==> src/rtl/axis_frame_tagger.sv <==
// Frames an unframed AXI-Stream into DATA_CNT-beat frames tagged with tuser (first) and tlast (last).
// Optional build macro AXIS_FRAME_TAGGER_STATS_EN adds a 32-bit frame_cnt output of emitted frames.
module axis_frame_tagger #(
   parameter int DW       = 16,
   parameter int DATA_CNT = 1024
) (
   input  logic          clk,
   input  logic          reset_n,
   input  logic          enable,
   input  logic [DW-1:0] tdata_s,
   input  logic          tvalid_s,
   output logic          tready_s,
   output logic [DW-1:0] tdata_m,
   output logic          tuser_m,
   output logic          tlast_m,
   output logic          tvalid_m,
   input  logic          tready_m,
`ifdef AXIS_FRAME_TAGGER_STATS_EN
   output logic [31:0]   frame_cnt,
`endif
   output logic          busy
);

   localparam int            IW      = (DATA_CNT > 2) ? $clog2(DATA_CNT) : 1;
   localparam logic [IW-1:0] IDX_TOP = IW'(DATA_CNT - 1);
   localparam logic [IW-1:0] IDX_ONE = IW'(1);
   localparam logic [IW-1:0] IDX_ZERO = IW'(0);
   localparam int            WW      = DW + 2;

   typedef enum logic [1:0] {
      IDLE  = 2'd0,
      RUN   = 2'd1,
      DRAIN = 2'd2
   } state_t;

   state_t          state_r;
   state_t          state_nxt_s;
   logic [IW-1:0]   idx_r;
   logic [IW-1:0]   idx_nxt_s;
   logic [1:0]      cnt_r;
   logic [1:0]      cnt_nxt_s;
   logic [WW-1:0]   out_r;
   logic [WW-1:0]   out_nxt_s;
   logic [WW-1:0]   skid_r;
   logic [WW-1:0]   skid_nxt_s;
   logic [WW-1:0]   in_word_s;
   logic            valid_r;
   logic            valid_nxt_s;
   logic            ready_r;
   logic            ready_nxt_s;
   logic            busy_r;
   logic            busy_nxt_s;
   logic            push_s;
   logic            pop_s;
   logic            first_s;
   logic            last_s;

   // Handshake qualifiers and the tags that travel with each accepted sample
   always_comb begin
      push_s    = tvalid_s & ready_r;
      pop_s     = valid_r & tready_m;
      first_s   = (idx_r == IDX_TOP);
      last_s    = (idx_r == IDX_ZERO);
      in_word_s = {first_s, last_s, tdata_s};
   end

   // Next-state logic: leaving RUN mid-frame goes through DRAIN so frames always complete
   always_comb begin
      state_nxt_s = state_r;
      case (state_r)
         IDLE: begin
            if (enable) begin
               state_nxt_s = RUN;
            end else begin
               state_nxt_s = IDLE;
            end
         end
         RUN: begin
            if (enable) begin
               state_nxt_s = RUN;
            end else if (push_s) begin
               state_nxt_s = last_s ? IDLE : DRAIN;
            end else if (first_s) begin
               state_nxt_s = IDLE;
            end else begin
               state_nxt_s = DRAIN;
            end
         end
         DRAIN: begin
            if (push_s && last_s) begin
               state_nxt_s = enable ? RUN : IDLE;
            end else if (enable) begin
               state_nxt_s = RUN;
            end else begin
               state_nxt_s = DRAIN;
            end
         end
         default: begin
            state_nxt_s = IDLE;
         end
      endcase
   end

   // Frame position counter: counts down per accepted beat and wraps on the tlast beat
   always_comb begin
      idx_nxt_s = idx_r;
      if (push_s) begin
         if (last_s) begin
            idx_nxt_s = IDX_TOP;
         end else begin
            idx_nxt_s = idx_r - IDX_ONE;
         end
      end else begin
         idx_nxt_s = idx_r;
      end
   end

   // Two-entry skid buffer: out_r is the presented beat, skid_r catches one beat during a stall
   always_comb begin
      out_nxt_s  = out_r;
      skid_nxt_s = skid_r;
      cnt_nxt_s  = cnt_r;
      case (cnt_r)
         2'd0: begin
            if (push_s) begin
               out_nxt_s = in_word_s;
               cnt_nxt_s = 2'd1;
            end else begin
               cnt_nxt_s = 2'd0;
            end
         end
         2'd1: begin
            if (push_s && pop_s) begin
               out_nxt_s = in_word_s;
            end else if (push_s) begin
               skid_nxt_s = in_word_s;
               cnt_nxt_s  = 2'd2;
            end else if (pop_s) begin
               cnt_nxt_s = 2'd0;
            end else begin
               cnt_nxt_s = 2'd1;
            end
         end
         2'd2: begin
            if (pop_s) begin
               out_nxt_s = skid_r;
               cnt_nxt_s = 2'd1;
            end else begin
               cnt_nxt_s = 2'd2;
            end
         end
         default: begin
            cnt_nxt_s = 2'd0;
         end
      endcase
      // tready_s looks only at next occupancy and state, so a full buffer never sees a push
      valid_nxt_s = (cnt_nxt_s != 2'd0);
      ready_nxt_s = (state_nxt_s != IDLE) && (cnt_nxt_s != 2'd2);
      busy_nxt_s  = (state_nxt_s != IDLE);
   end

   // State and frame counter registers
   always_ff @(posedge clk or negedge reset_n) begin
      if (!reset_n) begin
         state_r <= IDLE;
         idx_r   <= IDX_TOP;
         busy_r  <= 1'b0;
      end else begin
         state_r <= state_nxt_s;
         idx_r   <= idx_nxt_s;
         busy_r  <= busy_nxt_s;
      end
   end

   // Buffer and handshake registers
   always_ff @(posedge clk or negedge reset_n) begin
      if (!reset_n) begin
         out_r   <= {WW{1'b0}};
         skid_r  <= {WW{1'b0}};
         cnt_r   <= 2'd0;
         valid_r <= 1'b0;
         ready_r <= 1'b0;
      end else begin
         out_r   <= out_nxt_s;
         skid_r  <= skid_nxt_s;
         cnt_r   <= cnt_nxt_s;
         valid_r <= valid_nxt_s;
         ready_r <= ready_nxt_s;
      end
   end

`ifdef AXIS_FRAME_TAGGER_STATS_EN
   logic [31:0] frame_cnt_r;

   // Emitted-frame counter, wraps naturally at 2^32
   always_ff @(posedge clk or negedge reset_n) begin
      if (!reset_n) begin
         frame_cnt_r <= 32'd0;
      end else if (pop_s && out_r[DW]) begin
         frame_cnt_r <= frame_cnt_r + 32'd1;
      end else begin
         frame_cnt_r <= frame_cnt_r;
      end
   end

   assign frame_cnt = frame_cnt_r;
`endif

   assign tdata_m  = out_r[DW-1:0];
   assign tlast_m  = out_r[DW];
   assign tuser_m  = out_r[DW+1];
   assign tvalid_m = valid_r;
   assign tready_s = ready_r;
   assign busy     = busy_r;

endmodule

==> config.mk <==
export PLATFORM = sky130hd
export DESIGN_NAME = axis_frame_tagger
export DESIGN_NICKNAME = d
export VERILOG_FILES = /design/src/rtl/axis_frame_tagger.sv
export SDC_FILE = /design/constraint.sdc
export NUM_CORES = 1
export LEC_CHECK = 0
export CAP_MARGIN = 15
export CELL_PAD_IN_SITES_DETAIL_PLACEMENT = 2
export CELL_PAD_IN_SITES_GLOBAL_PLACEMENT = 2
export CORE_MARGIN = 4
export CORE_UTILIZATION = 36
export CTS_CLUSTER_SIZE = 8
export DETAILED_ROUTE_END_ITERATION = 8
export PLACE_DENSITY = 0.86
export SLEW_MARGIN = 10
export SYNTH_ARGS = -nofsm -noshare
export SYNTH_HDL_FRONTEND = slang
export SYNTH_SLANG_ARGS = --single-unit
export TNS_END_PERCENT = 5
==> constraint.sdc <==
create_clock -name clk -period 5.7 [get_ports clk]
set_input_delay 1.14 -clock clk [delete_from_list [all_inputs] [get_ports clk]]
set_output_delay 1.14 -clock clk [all_outputs]
set_load 0.02 [all_outputs]
==> run summary <==
DRT antenna net count: 0
placed cell count: 327
Final Cycle Share: 55.5%
worst hold path type: reg2reg
final setup fails: 0
CTS HTree Levels: 2
ANT cells: 0
via/cell ratio: 5.32
CTS Hold Bufs: 0
Power Density: 533 nW/um^2
outcome: complete, no violations
DRC: 0
vias in the first global route: 2010
router iterations before antenna repair: 4
top cell type by total area after synthesis: dfrtp_1
register area share after synthesis: 55.9%
Final Max Slew Viols: 0
CP arrival: 3.36 ns
Die ar.: 8020 sq um
Final Hold Vio Count: 0
Post-CTS Setup Inserts: 0
Synth Flop Type: dfrtp_1
height of the die: 89.6 microns
top cell type's share of synthesized area: 44.9%
Final #Nets: 280
share of synthesized flip-flops with an asynchronous set or reset: 100%
first-pass GRT wire length: 10200 microns
Synth Register Bits: 53
leading post-synthesis cells by cell area: dfrtp_1 (45%), mux2_2 (16%), dfstp_2 (11%)
non-filler cells, final: 334
Final Cell Area: 2950 sq um
Gate Count Post-Synth: 217
CTS-repair resized insts: 0
total wire length: 6030 microns
Post-synth top cells: nand2_1 (60), dfrtp_1 (43), mux2_2 (33)
Post-synth EDFFs: 0
core area: 6420 sq um
WL per Instance: 18.1 microns
CP Capture Type: flip-flop
Rows: 29
most common cell in the synthesized netlist: nand2_1
Mean Syn Cell Area: 11.0 sq um
Post-Synthesis Net Count: 240
Post-Syn Area: 2400 sq um
placed cell area: 2860 sq um
CTS clk-pin slew, worst paths: 0.10 ns
antenna violations before repair: 0
pre-CTS setup slack: 2.23 ns
placed wire-length estimate: 4150 microns
synthesis-to-layout area growth: 23.3%
largest net degree at the start of global routing: 54
Max VDD drop: 246 uV
Final Skew: 0.00583 ns
maximum clock rate: 316 MHz
setup TNS: 0 ns
maxcap violations: 0
area of the multi-input gates: 993 sq um
gr usage total: 16.7%
crit path max fanout: 18
root buffer cell: clkbuf_8
CTS Buf Count: 5
post-layout power: 1.57 mW
Unique masters post-synth: 39
Worst Tran Pin Value: 1.03 ns
Vias: 1777
GP Congestion: 0.739
Critical Path Source Type: input port
setup ws final: 2.54 ns
I/O pins: 42
leakage: 1.32 nW
fill cell count: 669
IO buf count: 41
share of post-route cells with drive strength above 1: 22.6%
Die Width: 89.6 microns
min cycle time layout: 3.16 ns
clk buf depth: 2
sequential cell area: 1340 sq um
CTS Sinks: 53
Crit Path Category: in2reg
CTS tree: yes
Rel. slew slack: 31.2%
unrepaired setup endpoints after global routing: false
Req. time, crit path: 5.90 ns
Synthesis Warnings: 0
grt ovf: 0
clock latency on the worst-skew pair: 0.31 ns
Starting Density: 37.3%
initial DRC count: 62
[final timing paths]
check | startpoint | endpoint | slack [ns] | cells past startpoint
max in group asynchronous | reset_n | out_r[7]$_DFFE_PN0P_ | 4.28 | 2
setup / recovery | tvalid_s | out_r[7]$_DFFE_PN0P_ | 2.54 | 5
setup reg to reg | cnt_r[1]$_DFF_PN0_ | out_r[16]$_DFFE_PN0P_ | 3.23 | 4
hold / removal | skid_r[17]$_DFFE_PN0P_ | skid_r[17]$_DFFE_PN0P_ | 0.49 | 1
hold reg to reg | skid_r[17]$_DFFE_PN0P_ | skid_r[17]$_DFFE_PN0P_ | 0.49 | 1
min in group asynchronous | reset_n | tvalid_m$_DFF_PN0_ | 0.94 | 2
[logic make-up after synthesis]
logic type                 share of synthesized area, %
DFF                                                55.9
and+or+nand+nor                                    16.4
buffers and inverters                              2.77
adders and majority gates                          1.04
AOI/OAI and AO/OA                                  6.42
muxes                                              16.0
xor gates and xnor gates                           1.46
[report_power, final]
part | internal [mW] | switching [mW] | leakage, nW
clock network | 0.0964 | 0.128 | 0.0433
registers | 0.569 | 0.132 | 0.629
logic | 0.328 | 0.321 | 0.652
[flip-flops by register name, summed over array words and instances (netlist names)]
signal and cells:
busy 1, cnt_r 2, idx_r 10, out_r 18
skid_r 18, state_r 2, tready_s 1, tvalid_m 1
[worst max-delay path, cell delays in order]
cell and delay (ns):
clkdlybuf4s50_1 0.45, and3b_1 0.24, o21bai_1 0.27, o31a_1 0.82, mux2_2 0.43
[cell usage in the layout (no fill, tap or decap), types with 4 or more instances in the layout]
master / Yosys / routed
o21ai_0: 5 / 5
nor4_1: 4 / 4
nand2_1: 60 / 60
dfstp_2: 10 / 10
mux2_2: 33 / 33
inv_1: 6 / 6
clkdlybuf4s50_1: 0 / 40
dfrtp_1: 43 / 43
clkbuf_8: 0 / 6
[area by class of cell]
cell class	count	share of cell area (%)
clock buffers	6	2.80
multi-input cells	149	33.6
clock inverters	1	0.254
well taps	77	3.26
repair buffers	42	14.0
inverters	6	0.762
flip-flops and latches	53	45.3
[routing by layer]
layer / track usage [%] / part of all wire (%)
met5: 0 / 0
met1: 21.0 / 44
met3: 3.28 / 2.9
met2: 29.2 / 52
met4: 4.33 / 1.1
[metrics by stage]
step	hold WS [ns]	util (%)
after global routing	0.531	46.0
after global placement	0.463	44.6
after detailed placement	0.475	44.6
final	0.494	46.0
after floorplan	0.450	-
after CTS	0.498	46.0
No activity file was read; power rests on OpenSTA's default activity.
